<file path="src/rtl/instruction_fetch_unit.sv">
// Purpose: hades-V instruction fetch front end. Holds the fetch PC, issues word requests to
//          instruction memory, buffers returned words with their PC in a small FIFO for decode,
//          and flushes/squashes on pipeline redirects.
// Latency: request accept -> response (>=1 cycle) -> instr_valid the cycle after the response.
// Backpressure: requests are credit limited (in-flight + buffered < DEPTH), so a response always
//          has a FIFO slot; instr_ready low simply holds the head entry.
// Ports: clk/rst_n (async active-low); imem_req_* request channel (valid/ready, word address);
//        imem_rsp_* in-order response channel (data + access-fault flag); redirect_valid/pc
//        one-cycle redirect strobe; instr_* decode channel (valid/ready, data, pc, fault flags).
// Option: FETCH_MISALIGN_CHECK_EN -- when defined, a redirect to a non-word-aligned target issues
//        no request and delivers one misaligned-fault entry; otherwise the target is aligned down.
module instruction_fetch_unit #(
   parameter logic [31:0] RESET_PC = 32'h0000_0000,
   parameter int unsigned DEPTH    = 2
) (
   input  logic        clk,
   input  logic        rst_n,
   output logic        imem_req_valid,
   input  logic        imem_req_ready,
   output logic [31:0] imem_req_addr,
   input  logic        imem_rsp_valid,
   input  logic [31:0] imem_rsp_data,
   input  logic        imem_rsp_error,
   input  logic        redirect_valid,
   input  logic [31:0] redirect_pc,
   output logic        instr_valid,
   input  logic        instr_ready,
   output logic [31:0] instr_data,
   output logic [31:0] instr_pc,
   output logic        instr_fault,
   output logic        instr_misaligned
);
   localparam int unsigned AW  = (DEPTH > 1) ? $clog2(DEPTH) : 1;
   localparam int unsigned CW  = $clog2(DEPTH + 1);
   localparam int unsigned CW1 = CW + 1;
   localparam logic [CW:0] DEPTH_C = CW1'(DEPTH);
   localparam logic [31:0] NOP     = 32'h0000_0013;

   typedef enum logic {RUN, HALT} mode_e;

   typedef struct packed {
      logic [31:0] data;
      logic [31:0] pc;
      logic        fault;
      logic        misaligned;
   } entry_t;

   mode_e         mode_q, mode_d;
   logic [31:0]   pc_q, pc_d;
   logic [CW-1:0] out_q, out_d;
   logic [CW-1:0] stale_q, stale_d;
   logic [CW-1:0] cnt_q, cnt_d;
   logic [AW-1:0] wr_q, wr_d, rd_q, rd_d;
   entry_t        fifo_q [DEPTH];

   entry_t        head;
   entry_t        push_entry;
   logic [AW-1:0] push_idx;
   logic          push, pop;
   logic          req_ok, req_fire;
   logic          mis_redirect;
   logic [31:0]   target_pc, rsp_pc;
   logic [CW:0]   credits_used;

   always_comb begin
`ifdef FETCH_MISALIGN_CHECK_EN
      mis_redirect = (redirect_pc[1:0] != 2'b00);
      target_pc    = redirect_pc;
`else
      mis_redirect = 1'b0;
      target_pc    = {redirect_pc[31:2], 2'b00};
`endif
   end

   // Head leaving this cycle returns its credit immediately, which is what allows
   // one instruction per cycle with DEPTH=2 and single-cycle memory.
   assign pop          = instr_valid && instr_ready && !redirect_valid;
   assign credits_used = {1'b0, out_q} + {1'b0, cnt_q} - {{CW{1'b0}}, pop};
   assign req_ok       = (mode_q == RUN) && !redirect_valid && (credits_used < DEPTH_C);
   assign req_fire     = req_ok && imem_req_ready;
   // rst_n only masks the visible request; state is held in reset anyway.
   assign imem_req_valid = req_ok && rst_n;
   assign imem_req_addr  = pc_q;

   // Responses are in order and non-stale requests are contiguous up to pc_q,
   // so the oldest live request sits out_q words behind the fetch PC.
   assign rsp_pc = pc_q - (32'(out_q) << 2);

   always_comb begin
      mode_d     = mode_q;
      pc_d       = pc_q;
      out_d      = out_q + CW'(req_fire) - CW'(imem_rsp_valid);
      stale_d    = stale_q;
      cnt_d      = cnt_q;
      wr_d       = wr_q;
      rd_d       = rd_q;
      push       = 1'b0;
      push_idx   = wr_q;
      push_entry = '0;

      if (req_fire) begin
         pc_d = pc_q + 32'd4;
      end

      if (redirect_valid) begin
         // No request can fire this cycle, so everything still in flight is stale.
         stale_d = out_q - CW'(imem_rsp_valid);
         pc_d    = target_pc;
         mode_d  = RUN;
         cnt_d   = '0;
         wr_d    = '0;
         rd_d    = '0;
         if (mis_redirect) begin
            push       = 1'b1;
            push_idx   = '0;
            push_entry = '{data: NOP, pc: redirect_pc, fault: 1'b0, misaligned: 1'b1};
            mode_d     = HALT;
            cnt_d      = CW'(1);
            wr_d       = AW'(1);
         end
      end else begin
         if (imem_rsp_valid) begin
            if (stale_q != '0) begin
               stale_d = stale_q - CW'(1);
            end else if (mode_q == RUN) begin
               push = 1'b1;
               if (imem_rsp_error) begin
                  push_entry = '{data: NOP, pc: rsp_pc, fault: 1'b1, misaligned: 1'b0};
                  mode_d     = HALT;
               end else begin
                  push_entry = '{data: imem_rsp_data, pc: rsp_pc, fault: 1'b0, misaligned: 1'b0};
               end
            end
         end
         if (push) wr_d = wr_q + AW'(1);
         if (pop)  rd_d = rd_q + AW'(1);
         cnt_d = cnt_q + CW'(push) - CW'(pop);
      end
   end

   always_ff @(posedge clk or negedge rst_n) begin
      if (!rst_n) begin
         mode_q  <= RUN;
         pc_q    <= RESET_PC;
         out_q   <= '0;
         stale_q <= '0;
         cnt_q   <= '0;
         wr_q    <= '0;
         rd_q    <= '0;
         for (int i = 0; i < int'(DEPTH); i++) begin
            fifo_q[i] <= '0;
         end
      end else begin
         mode_q  <= mode_d;
         pc_q    <= pc_d;
         out_q   <= out_d;
         stale_q <= stale_d;
         cnt_q   <= cnt_d;
         wr_q    <= wr_d;
         rd_q    <= rd_d;
         if (push) fifo_q[push_idx] <= push_entry;
      end
   end

   // Outputs come straight from FIFO storage (no bypass) and read as zero when empty.
   assign head             = fifo_q[rd_q];
   assign instr_valid      = (cnt_q != '0);
   assign instr_data       = instr_valid ? head.data  : 32'h0;
   assign instr_pc         = instr_valid ? head.pc    : 32'h0;
   assign instr_fault      = instr_valid && head.fault;
   // Only the misaligned-redirect path ever stores this flag, so it stays 0 without the option.
   assign instr_misaligned = instr_valid && head.misaligned;

endmodule

</file>
<file path="config.mk">
export PLATFORM = sky130hd
export DESIGN_NAME = instruction_fetch_unit
export DESIGN_NICKNAME = d
export VERILOG_FILES = /design/src/rtl/instruction_fetch_unit.sv
export SDC_FILE = /design/constraint.sdc
export NUM_CORES = 1
export LEC_CHECK = 0
export BUFFER_PORTS_ARGS = -buffer_cell sky130_fd_sc_hd__buf_2
export CORE_MARGIN = 2
export CORE_UTILIZATION = 30
export CTS_CLUSTER_DIAMETER = 150
export DETAILED_ROUTE_END_ITERATION = 8
export PLACE_DENSITY = 0.52
export REMOVE_ABC_BUFFERS = 1
export SLEW_MARGIN = 20
export SYNTH_ARGS = -nofsm -noshare
export SYNTH_HDL_FRONTEND = slang
export SYNTH_SLANG_ARGS = --single-unit
</file>
<file path="constraint.sdc">
create_clock -name clk -period 7.9 [get_ports clk]
set_input_delay 1.185 -clock clk [delete_from_list [all_inputs] [get_ports clk]]
set_output_delay 1.185 -clock clk [all_outputs]
set_load 0.01 [all_outputs]
</file>
==> Word-level counts from Yosys, hierarchy flattened <==
Index checks and enable logic that the tools add are counted.
{ "classes": {"add_sub_neg": 12, "order_cmp": 4, "eq_ne": 1, "mux": 33, "n_bitwise": 3, "n_reduce_logical": 19} }
{ "ops": {"columns": ["operator", "count"], "rows": [
  ["$mux W66", 9],
  ["$bwmux W132", 1],
  ["$mux W32", 4],
  ["$demux W66 S1", 1],
  ["$add A32 B3 Y32 const B", 1],
  ["$sub A32 B4 Y32", 1],
  ["$mux W1", 14],
  ["$reduce_bool A2 Y1", 7],
  ["$logic_and A1 B1 Y1", 9],
  ["$mux W2", 4],
  ["$sub A2 B1 Y2", 3],
  ["$add A2 B1 Y2", 2],
  ["$ge A2 B2 Y1 const B", 2],
  ["$not A1 Y2", 2],
  ["$reduce_and A2 Y1", 2],
  ["$add A2 B2 Y3", 1],
  ["$lt A3 B2 Y1 const B", 1],
  ["$sub A3 B1 Y3", 1],
  ["$add A1 B1 Y1 const B", 2],
  ["$lt A2 B1 Y1 const B", 1],
  ["$ne A2 B2 Y1 const B", 1],
  ["$sub A2 B1 Y2 const B", 1],
  ["$logic_not A1 Y1", 1],
  ["$not A1 Y1", 1]
]} }
{ "word_totals": {"reg_bits": 173, "word_cells": 87} }

==> Depth between registers and ports, before layout <==
Gate-level depths: netlist (run 1).
{ "logic_depth": {"word_depth": 9, "mapped_depth": 16} }

==> Worst setup path after synthesis (run 1) <==
Ideal clock, no wire load.
{ "synth_path": {"path_kind": "input-to-output", "startpoint": "input redirect_valid", "endpoint": "output imem_req_valid", "t_arrival_ns": 3.479, "required_time_ns": 6.715, "path_slack_ns": 3.236, "stages": 9, "path_buffers": 3, "cell_sequence": "clkbuf_1 -> clkbuf_1 -> clkbuf_1 -> nor2_1 -> ha_1 -> nand2b_1 -> fa_1 -> xnor2_1 -> nor4_1"} }
{ "synth_via": {"elab_chain_cells": 6, "elab_cells_between_ends": 7, "cone_classes": "add/sub (1); order compare (1); reduce/logical (5)"} }
{ "synth_rtl": {"columns": ["item", "line", "text"], "rows": [
  ["start, declared", "24", "input logic redirect_valid,"],
  ["$logic_not A1 Y1 *", "77, 79", null],
  ["$logic_and A1 B1 Y1", "77", "assign pop = instr_valid && instr_ready && !redirect_valid;"],
  ["$sub A3 B1 Y3", "78", "assign credits_used = {1'b0, out_q} + {1'b0, cnt_q} - {{CW{1'b0}}, pop};"],
  ["$lt A3 B2 Y1", "79", "assign req_ok = (mode_q == RUN) && !redirect_valid && (credits_used < DEPTH_C);"],
  ["$logic_and A1 B1 Y1 *", "79", null],
  ["$logic_and A1 B1 Y1 *", "82", "assign imem_req_valid = req_ok && rst_n;"],
  ["end, declared", "18", "output logic imem_req_valid,"]
]} }
Every way passes the cells marked *; elsewhere a longest branch is shown, timed or not.

==> Final worst setup path (run 1) <==
{ "layout_path": {"startpoint": "register cnt_q[1]", "endpoint": "register out_q[1]"} }
{ "layout_via": {"elab_chain_cells": 9, "elab_cells_between_ends": 10, "cone_classes": "add/sub (4); order compare (1); reduce/logical (5)"} }
{ "layout_rtl": {"columns": ["item", "line", "text"], "rows": [
  ["start, declared", "52", "logic [CW-1:0] cnt_q, cnt_d;"],
  ["start signal, assigned", "158", "cnt_q <= cnt_d;"],
  ["parallel branches: the longest is 3 deep, another holds $add A2 B2 Y3", null, null],
  ["$sub A3 B1 Y3 *", "78", null],
  ["$lt A3 B2 Y1 *", "79", null],
  ["$logic_and A1 B1 Y1 *", "79", null],
  ["$logic_and A1 B1 Y1 *", "80", "assign req_fire = req_ok && imem_req_ready;"],
  ["$add A2 B1 Y2 *", "92", "out_d = out_q + CW'(req_fire) - CW'(imem_rsp_valid);"],
  ["$sub A2 B1 Y2 *", "92", null],
  ["named net out_d[1]", "50", "logic [CW-1:0] out_q, out_d;"],
  ["end signal, assigned", "156", "out_q <= out_d;"],
  ["end, declared", "50", null]
]} }
Mark *: on every way through the listed nets, which the timed path passes.
A chain may end at the register's enable or synchronous reset.

==> flow_summary.toml, run 1 <==
[timing]
finalWorstSetupSlack_ns = 3.11
fin_crit_sh_pct = 60.6
tightest_slew_ns = 0.952
whs_ns = 0.480
slew_viol_final = 0
slew_headroom_pct = 36.5
tns_ns = 0
rsz0062_at_grt = "false"
fmax_ghz = 0.209
finalHoldViolations = 0
period_needed_ns = 4.79
finalClockSkew_ns = 0.00826
setup_viol_count_final = 0

[worst_setup_path]
worst_setup_path_start_kind = "flop"
rr_worst_depth = 17
cp_num_cells = 17
critPathSlowestCell = "buf_4"
path_buf_inv = 5
crit_fanout = 65
worst_ep_arrival_time_ns = 5.14
crit_family = "buffers and inverters"
required_ns = 8.25
crit_path_end_kind = "flop"
critPathKind = "flop to flop"
path_cells = "nor2_4, buf_4, inv_1, nand2_1, nor2_1, ha_1, nand2b_1, fa_1, xnor2_1, nor4_4, buf_4, inv_2, ha_1, inv_1, ha_1, xnor2_1, xnor2_1"
cp_slowest_stage_delay_ns = 0.63

[floorplan]
die_w_um = 175
ios = 171
die_area_um2 = 30500
die_h_um = 175
core_um2 = 28700
rows = 62
start_util_pct = 30.4

[synth]
postSynthRegisterBits = 167
synth_edf_count = 0
synth-main-ff-cell = "dfrtp_1"
synthMuxAreaShare_pct = 8.08
syn_inst = 973
synth-xor-area-share_pct = 3.71
synthSimpleGateAreaFrac_pct = 21.2
synth_top_family_by_area = "simple AND/OR/NAND/NOR gates"
netlist-cell-type-count = 52
yosysSeqAreaShare_pct = 47.9
synth_compound_area_share_pct = 12.2
synthAdderAreaFrac_pct = 2.03
avgSynthCellArea_um2 = 8.97
ys_async_sr_fraction_pct = 100
yosys_warnings = 0
synth_area_um2 = 8730

[pwr]
power_density_nw_per_um2 = 310
ir_drop_v = 0.000200
p_leak_nw = 4.56

[clock_network]
ctsHoldBuffers = 0
cts_made_buffers = 17
post_cts_buffers = 0
cts_tree = "done"
cts.sinks = 167
clk_latency_ns = 0.43
htree_levels = 4
clk_path_buf_depth = 2
post_cts_resized = 0
cts_root_buf = "clkbuf_16"
path_clk_slew_ns = 0.07

[routing]
wl_per_cell_um = 16.5
ant_nets = 0
drcViolationCount = 0
drtIter0Drc = 429
vias_per_cell = 4.79
drt-pass1-iter-count = 4
drt_wl_total_mm = 24.5
num_vias = 7105

[layout]
diodes = 0
area.growth.synth_to_final_pct = 19.2
most-common-layout-cells = "nand2_1 (192), dfrtp_1 (166), buf_2 (164)"
drive_above_1_share_pct = 21.1
layout_commonest_cell = "nand2_1"
nNetsFinal = 1171

[global_route]
grt_max_degree = 128
gr-total-overflow = 0
antenna_found_initial = 0
grt_usage_pct = 16.4
grt_pass1_vias = 6848
grt_pass1_wl_mm = 39.2

[run]
cap_violations = 0

[placed_design]
gp_congestion = 0.770
hpwlAfterDp_mm = 16.0
io_buffer_count = 165
place_ws_ns = 2.71

[run_status]
status = "finished, final reports clean"

[hold_path]
worst_hold_path_type = "flop to flop"
min_path_cells = 2
## synth_stat cells, types with 5 or more instances
library cell | instances | area (um2)
and2_1 | 8 | 50.1
nor2_1 | 96 | 360
o21ai_0 | 119 | 596
and3_1 | 5 | 31.3
o21ai_1 | 20 | 100
mux2i_1 | 66 | 661
buf_1 | 12 | 45.0
dfrtp_1 | 167 | 4180
nand2_1 | 193 | 724
o311ai_0 | 5 | 43.8
nand3_1 | 19 | 95.1
o211ai_1 | 9 | 67.6
nor3_1 | 13 | 65.1
or4_1 | 7 | 52.6
xnor2_1 | 31 | 272
nand4_1 | 15 | 93.8
a31oi_1 | 8 | 50.1
a221o_1 | 6 | 60.1
clkbuf_1 | 54 | 203
xor2_1 | 6 | 52.6
buf_2 | 7 | 35.0
buf_4 | 5 | 37.5
a21o_1 | 5 | 37.5
nor4_1 | 9 | 56.3
inv_1 | 21 | 78.8
ha_1 | 11 | 138
## per-layer routing
| layer | share of wire [%] | GRT usage, % | routed length [um] |
|---|---|---|---|
| met5 | 0 | 0 | 0 |
| met2 | 46 | 25.9 | 11300 |
| met3 | 4.6 | 3.37 | 1130 |
| met4 | 1.2 | 3.65 | 301 |
| met1 | 48 | 23.4 | 11800 |
## worst register-to-register path, delay by kind of cell (launching register included)
kind / cells / cell delay, ns
AND/OR/NAND/NOR: 5 / 1.08
XOR/XNOR: 3 / 0.50
buffers and inverters: 5 / 1.46
flip-flops: 1 / 0.43
adder cells (fa/ha/maj): 4 / 1.24
## final timing paths
| kind | start | end | slack, ns |
|---|---|---|---|
| worst min-delay path | fifo_q[37]$_DFFE_PN0P_ | fifo_q[37]$_DFFE_PN0P_ | 0.48 |
| worst min register to register | fifo_q[37]$_DFFE_PN0P_ | fifo_q[37]$_DFFE_PN0P_ | 0.48 |
| min in group asynchronous | rst_n | imem_req_addr[22]$_DFFE_PN0P_ | 0.68 |
| worst max-delay path | cnt_q[1]$_DFF_PN0_ | out_q[1]$_DFF_PN0_ | 3.11 |
| max in group asynchronous | rst_n | imem_req_addr[9]$_DFFE_PN0P_ | 6.08 |
| worst max register to register | cnt_q[1]$_DFF_PN0_ | out_q[1]$_DFF_PN0_ | 3.11 |
## flip-flops by register name, summed over array words and instances, names as in the netlist
register / flops
stale_q: 2
imem_req_addr: 30
rd_q: 1
cnt_q: 2
out_q: 2
wr_q: 1
mode_q: 1
fifo_q: 128
## stage by stage
stage | cell area [um2] | power (W) | util, % | cells
after floorplan | 8400 | 0.00198 | - | 895
after global placement | 9810 | 0.00239 | 34.2 | 1452
after detailed placement | 9810 | 0.00241 | 34.2 | 1452
after CTS | 10400 | 0.00328 | 36.2 | 1484
after global routing | 10400 | 0.00347 | 36.2 | 1484
final | 10400 | 0.00322 | 36.2 | 1484
## power by group
part	leakage, nW	total (W)	switching [W]	internal [W]
Combinational	2.07	0.00107	0.000650	0.000421
Clock	0.291	0.000857	0.000398	0.000459
Sequential	2.20	0.00129	0.000232	0.00106
Total	4.56	0.00322	0.00128	0.00194
## final cells by class
cell class,count,area [um2]
Sequential cell,167,4180
Multi-Input combinational cell,706,4160
Timing Repair Buffer,173,905
Inverter,22,82.6
Fill cell,3049,18300
Clock buffer,18,439
Clock inverter,14,153
Tap cell,384,480
## cells by family after synthesis
logic type      Yosys count
other cells               1
xor+xnor                 37
simple gates            396
compound gates          187
mux                      70
buf+inv                 102
flops                   167
fa+ha+maj                13
Note: power is estimated with default switching activity, not from simulation.
==> run 2: changes to the inputs <==
Settings changed: ABC_AREA set to 1, PLACE_DENSITY 0.52 to 0.53.
Clock period 7.9 ns to 4.4 ns, I/O delays scaled along.
==> run 2 against run 1 <==
  * Setup slack worse by 2.2 ns
  * Sequential cell count is the same
  * Register-to-register slack got worse by 1.9 ns
  * Cell area up 7.3%
  * Hold slack got worse by 0.31 ns
  * Critical path depth shrank 6
  * Synthesized cell count rose by 33%
  * Total power rose by 98%
  * Largest cell class is now multi-input gates
  * Count of clock-buffer cells in the layout rose by 1
  * Wire length grew 22%
  * First-iteration DRC count up 27%
  * Non-clock buffer count rose by 5
==> flow_summary.toml, run 2 <==
[layout]
layout_commonest_cell = "nand2_1"
largest_register_ffs = 128
seq_area_um2 = 4180
final_core_util_pct = 35.5
area.growth.synth_to_final_pct = 16.9
multi_input_area_um2 = 4560
regMostFlops = "fifo_q"
nNetsFinal = 1499
fill_cells = 3433
diodes = 0
most-common-layout-cells = "nand2_1 (423), dfrtp_1 (166), buf_2 (164)"
drive_above_1_share_pct = 18.1

[synth]
synth.area.top_cells = "dfrtp_1 (44%), nand2_1 (17%), o21ai_0 (6.7%), inv_1 (4.0%), a21oi_1 (3.9%)"
postSynthRegisterBits = 167
netlist-cell-type-count = 42
yosysSeqAreaShare_pct = 43.8
synth_edf_count = 0
yosys_warnings = 0
synth_area_um2 = 9550
synth_common_cells = "nand2_1 (423), dfrtp_1 (167), o21ai_0 (127), inv_1 (101), nor2_1 (81)"
synth_largest_area_cell = "dfrtp_1"
yosysTopAreaCellShare_pct = 43.8
syn_inst = 1293
ys_async_sr_fraction_pct = 100
avgSynthCellArea_um2 = 7.38
synth-main-ff-cell = "dfrtp_1"
yosysMostFrequentCell = "nand2_1"

[timing]
slew_viol_final = 0
setup_viol_count_final = 0
finalClockSkew_ns = 0.0146
tightest_slew_ns = 1.10
finalHoldViolations = 0
slew_headroom_pct = 26.7
fin_crit_sh_pct = 78.5
rsz0062_at_grt = "false"
fmax_ghz = 0.290
whs_ns = 0.165
period_needed_ns = 3.45

[floorplan]
die_area_um2 = 33300
rows = 65
die_w_um = 182
start_util_pct = 30.3
core_um2 = 31500
die_h_um = 182
ios = 171

[pwr]
ir_drop_v = 0.000290
p_leak_nw = 5.35
power_density_nw_per_um2 = 572

[global_route]
gr-total-overflow = 0
grt_usage_pct = 18.4
antenna_found_initial = 0
grt_pass1_wl_mm = 47.7
grt_max_degree = 94
grt_pass1_vias = 8435

[placed_design]
gp_congestion = 0.869
io_buffer_count = 165
hpwlAfterDp_mm = 20.9

[run]
cap_violations = 0

[hold_path]
worst_hold_path_type = "input port to asynchronous set/reset pin"

[routing]
vias_per_cell = 4.86
num_vias = 8898
drtIter0Drc = 543
drt_wl_total_mm = 30.0
drt-pass1-iter-count = 5
wl_per_cell_um = 16.4
drcViolationCount = 0
ant_nets = 0

[worst_setup_path]
required_ns = 3.74
crit_path_end_kind = "output port"
rr_endpoint = "imem_req_addr[18]$_DFFE_PN0P_"
critPathKind = "flop to output port"
r2r_slack_ns = 1.22
r2r_start = "cnt_q[1]$_DFF_PN0_"
rr_worst_depth = 14
worst_setup_path_start_kind = "flop"
crit_fanout = 3
worst_ep_arrival_time_ns = 2.79

[clock_network]
post_cts_resized = 0
cts_made_buffers = 17
clk_latency_ns = 0.43
clk_path_buf_depth = 2
cts.sinks = 167
cts_root_buf = "clkbuf_16"
ctsHoldBuffers = 0
cts_tree = "done"
path_clk_slew_ns = 0.07
htree_levels = 4
post_cts_buffers = 0

[run_status]
status = "finished, final reports clean"
run 2: where the power goes:
part           switching (W)  internal, W  leakage [nW]
clock network       0.000663     0.000803         0.276
logic                0.00171     0.000817          2.93
registers           0.000451      0.00195          2.14
run 2: critical path, stage by stage, from the launching register on:
cell and delay (ns):
dfrtp_1 0.43, nor2_4 0.12, inv_1 0.05, nand2_1 0.11, nor2_1 0.08, ha_1 0.26, or2_2 0.30, fa_1 0.41
xor2_2 0.22, nand3_1 0.14, nor2_1 0.11, buf_2 0.14
run 2: how the worst max path moves through the flow:
stage / start / endpoint / slack [ns] / cells after the start
6_report: cnt_q[1]$_DFF_PN0_ / imem_req_valid / 0.95 / 11
5_1_grt: cnt_q[1]$_DFF_PN0_ / imem_req_valid / 0.80 / 11
3_3_place_gp: instr_ready / imem_req_addr[14]$_DFFE_PN0P_ / 1.05 / 13
4_1_cts: cnt_q[1]$_DFF_PN0_ / imem_req_valid / 0.92 / 11
3_5_place_dp: instr_ready / imem_req_addr[18]$_DFFE_PN0P_ / 1.01 / 13
2_1_floorplan: cnt_q[1]$_DFF_PN0_ / out_q[1]$_DFF_PN0_ / -0.66 / 14
run 2: layout make-up:
cell class	count	area share, %
clock buffers	19	3.97
well taps	402	4.50
inverters	109	3.70
repair buffers	178	8.44
multi-input cells	942	40.9
flip-flops and latches	167	37.4
clock inverters	13	1.08
run 2: per-layer routing:
layer,vias up,share of wire [%],global-route usage [%]
met1,4173,49,26.8
met4,0,1.4,4.06
met5,-,0,0
met3,26,5.6,2.93
li1,4407,-,-
met2,292,44,28.7
run 2: logic make-up (layout without fill, tap and decap cells):
group | count (synthesis) | count (layout) | synth area share, %
AO/OA/AOI/OAI | 238 | 238 | 12.9
XOR/XNOR | 24 | 24 | 2.28
adder cells (fa/ha/maj) | 13 | 13 | 1.86
buffers and inverters | 186 | 319 | 8.71
flip-flops | 167 | 167 | 43.8
multiplexers | 11 | 11 | 1.21
other | 1 | 3 | 0.0393
AND/OR/NAND/NOR | 653 | 653 | 29.2
run 2: through the flow:
stage | setup slack (ns) | instances | instance area, um2 | power, W | TNS, ns
floorplan | -0.659 | 1218 | 9140 | 0.00387 | -12.46
global placement | 1.05 | 1798 | 10600 | 0.00494 | 0
detailed placement | 1.01 | 1798 | 10600 | 0.00497 | 0
CTS | 0.916 | 1830 | 11200 | 0.00648 | 0
global route | 0.801 | 1830 | 11200 | 0.00689 | 0
finish | 0.947 | 1830 | 11200 | 0.00639 | 0
==> run 3: changes to the inputs <==
Settings changed: ABC_AREA 1 to 0, PLACE_DENSITY 0.53 to 0.52.
Clock period 4.4 ns to 3.6 ns, I/O delays scaled along.
==> run 3 against run 2 <==
  * Non-clock buffer count is 10 higher
  * Sequential cell count stayed put
  * Die area is 8.4% lower
  * Cell count is 18% lower
  * Combinational power is 6% lower
  * Setup slack worse by 0.65 ns
  * Wire length is 17% lower
  * Critical endpoint unchanged
  * Highest routed layer unchanged
==> flow_summary.toml, run 3 (synthesis results as in run 1) <==
[routing]
num_vias = 7139
drcViolationCount = 0
drt_wl_total_mm = 24.8
wl_per_cell_um = 16.5
drtIter0Drc = 484
vias_per_cell = 4.76
ant_nets = 0
drt-pass1-iter-count = 5

[timing]
tightest_slew_ns = 0.833
finalHoldViolations = 0
slew_viol_final = 0
slew_headroom_pct = 44.5
period_needed_ns = 3.30
rsz0062_at_grt = "false"
fmax_ghz = 0.303
setup_viol_count_final = 0
fin_crit_sh_pct = 91.6
finalClockSkew_ns = 0.00843

[worst_setup_path]
crit_path_end_kind = "output port"
rr_worst_depth = 14
required_ns = 3.06
worst_setup_path_start_kind = "flop"
path_buf_inv = 2
cp_slowest_stage_delay_ns = 0.43
r2r_slack_ns = 0.36
critPathKind = "flop to output port"
worst_ep_arrival_time_ns = 2.76
critPathSlowestCell = "dfrtp_1"
r2r_start = "cnt_q[1]$_DFF_PN0_"
rr_endpoint = "imem_req_addr[11]$_DFFE_PN0P_"
crit_fanout = 3
path_cells = "nor2_4, inv_1, nand2_1, nor2_1, ha_1, nand2b_1, fa_1, xnor2_1, nor4_1, buf_2"
crit_family = "simple AND/OR/NAND/NOR gates"

[layout]
layout_commonest_cell = "nand2_1"
final_core_util_pct = 36.7
drive_above_1_share_pct = 21.9
regMostFlops = "fifo_q"
stdcell_count = 1500
most-common-layout-cells = "nand2_1 (192), dfrtp_1 (166), buf_2 (164)"
nNetsFinal = 1186
largest_register_ffs = 128
fin_area_um2 = 10500
area.growth.synth_to_final_pct = 20.6

[clock_network]
cts_tree = "done"
cts.sinks = 167
clk_path_buf_depth = 2
htree_levels = 4
cts_root_buf = "clkbuf_16"
cts_made_buffers = 17
path_clk_slew_ns = 0.07
post_cts_resized = 0
clk_latency_ns = 0.43

[global_route]
top_usage_layer = "met2"
grt_pass1_vias = 6817
grt_max_degree = 67
grt_usage_pct = 16.6
grtUsageMet2_pct = 25.4
grtUsageMet1_pct = 24.4
met3_usage_pct = 2.68
antenna_found_initial = 1
grt_pass1_wl_mm = 39.6
gr-total-overflow = 0

[pwr]
p_int_w = 0.00434
power_density_nw_per_um2 = 678
p_leak_nw = 4.63
comb_power_share_pct = 33.2
ir_drop_v = 0.000765
swShare_pct = 39.2
p_sw_w = 0.00280
seqPwrFrac_pct = 40.5
clkPwrFrac_pct = 26.3

[floorplan]
die_w_um = 175
rows = 62
core_um2 = 28700
ios = 171
start_util_pct = 30.4
die_h_um = 175
die_area_um2 = 30500

[placed_design]
place_inst = 1466
io_buffer_count = 165
placed_area_um2 = 9930
gp_congestion = 0.797
hpwlAfterDp_mm = 16.9

[run_status]
status = "finished, final reports clean"

[run]
cap_violations = 0

[hold_path]
hold_end = "imem_req_addr[31]$_DFFE_PN0P_"
min_from = "redirect_pc[31]"
worst_hold_path_type = "input port to flop"
min_path_cells = 3
==> run 3: layer usage <==
metal | up-vias | wire, um
met2 | 173 | 11200
met1 | 3372 | 12200
met3 | 23 | 1000
met4 | 0 | 393
met5 | - | 0
li1 | 3571 | -
==> run 3: worst register-to-register path: stages (launching register included) <==
cell,delay (ns)
dfrtp_1,0.43
nor2_4,0.06
inv_1,0.07
nand2_1,0.07
nor2_1,0.15
ha_1,0.25
nand2b_1,0.16
fa_1,0.38
xnor2_1,0.18
nor4_4,0.39
inv_2,0.15
buf_4,0.22
nand2_1,0.18
o21ai_0,0.13
a221o_1,0.30
==> run 3: worst max-delay path by stage <==
stage	end	startpoint	slack, ns	depth (start not counted)
detailed placement	imem_req_addr[11]$_DFFE_PN0P_	instr_ready	0.30	13
global placement	imem_req_addr[11]$_DFFE_PN0P_	instr_ready	0.31	13
global route	imem_req_valid	cnt_q[1]$_DFF_PN0_	0.09	10
floorplan	out_q[1]$_DFF_PN0_	cnt_q[1]$_DFF_PN0_	-2.53	15
finish	imem_req_valid	cnt_q[1]$_DFF_PN0_	0.30	10
CTS	imem_req_valid	cnt_q[1]$_DFF_PN0_	0.25	10
==> run 3: power groups by stage <==
| stage | registers [W] | logic (W) | clock network (W) |
|---|---|---|---|
| final | 0.00289 | 0.00237 | 0.00188 |
| after global routing | 0.00297 | 0.00268 | 0.00201 |
| after CTS | 0.00289 | 0.00243 | 0.00193 |
| after detailed placement | 0.00293 | 0.00242 | 0 |
| after global placement | 0.00291 | 0.00239 | 0 |
| after floorplan | 0.00284 | 0.00150 | 0 |
==> run 3: per-stage QoR <==
step	worst slack [ns]	power, W	TNS (ns)	hold slack (ns)
after floorplan	-2.53	0.00435	-70.34	0.244
after global placement	0.309	0.00530	0	0.347
after detailed placement	0.302	0.00534	0	0.347
after CTS	0.250	0.00725	0	0.307
after global routing	0.0858	0.00767	0	0.316
final	0.301	0.00714	0	0.324
==> run 3: layout make-up <==
| class | instances | area, um2 |
|---|---|---|
| Timing Repair Buffer | 188 | 1030 |
| Clock inverter | 14 | 164 |
| Fill cell | 3069 | 18200 |
| Sequential cell | 167 | 4180 |
| Clock buffer | 18 | 429 |
| Antenna cell | 1 | 2.50 |
| Inverter | 22 | 82.6 |
| Tap cell | 384 | 480 |
| Multi-Input combinational cell | 706 | 4160 |
==> run 3: what timing repair did <==
action | CTS | global route
hold buffers | 1 | 0
buffers inserted | 0 | 0
hold endpoints to repair | 1 | 0
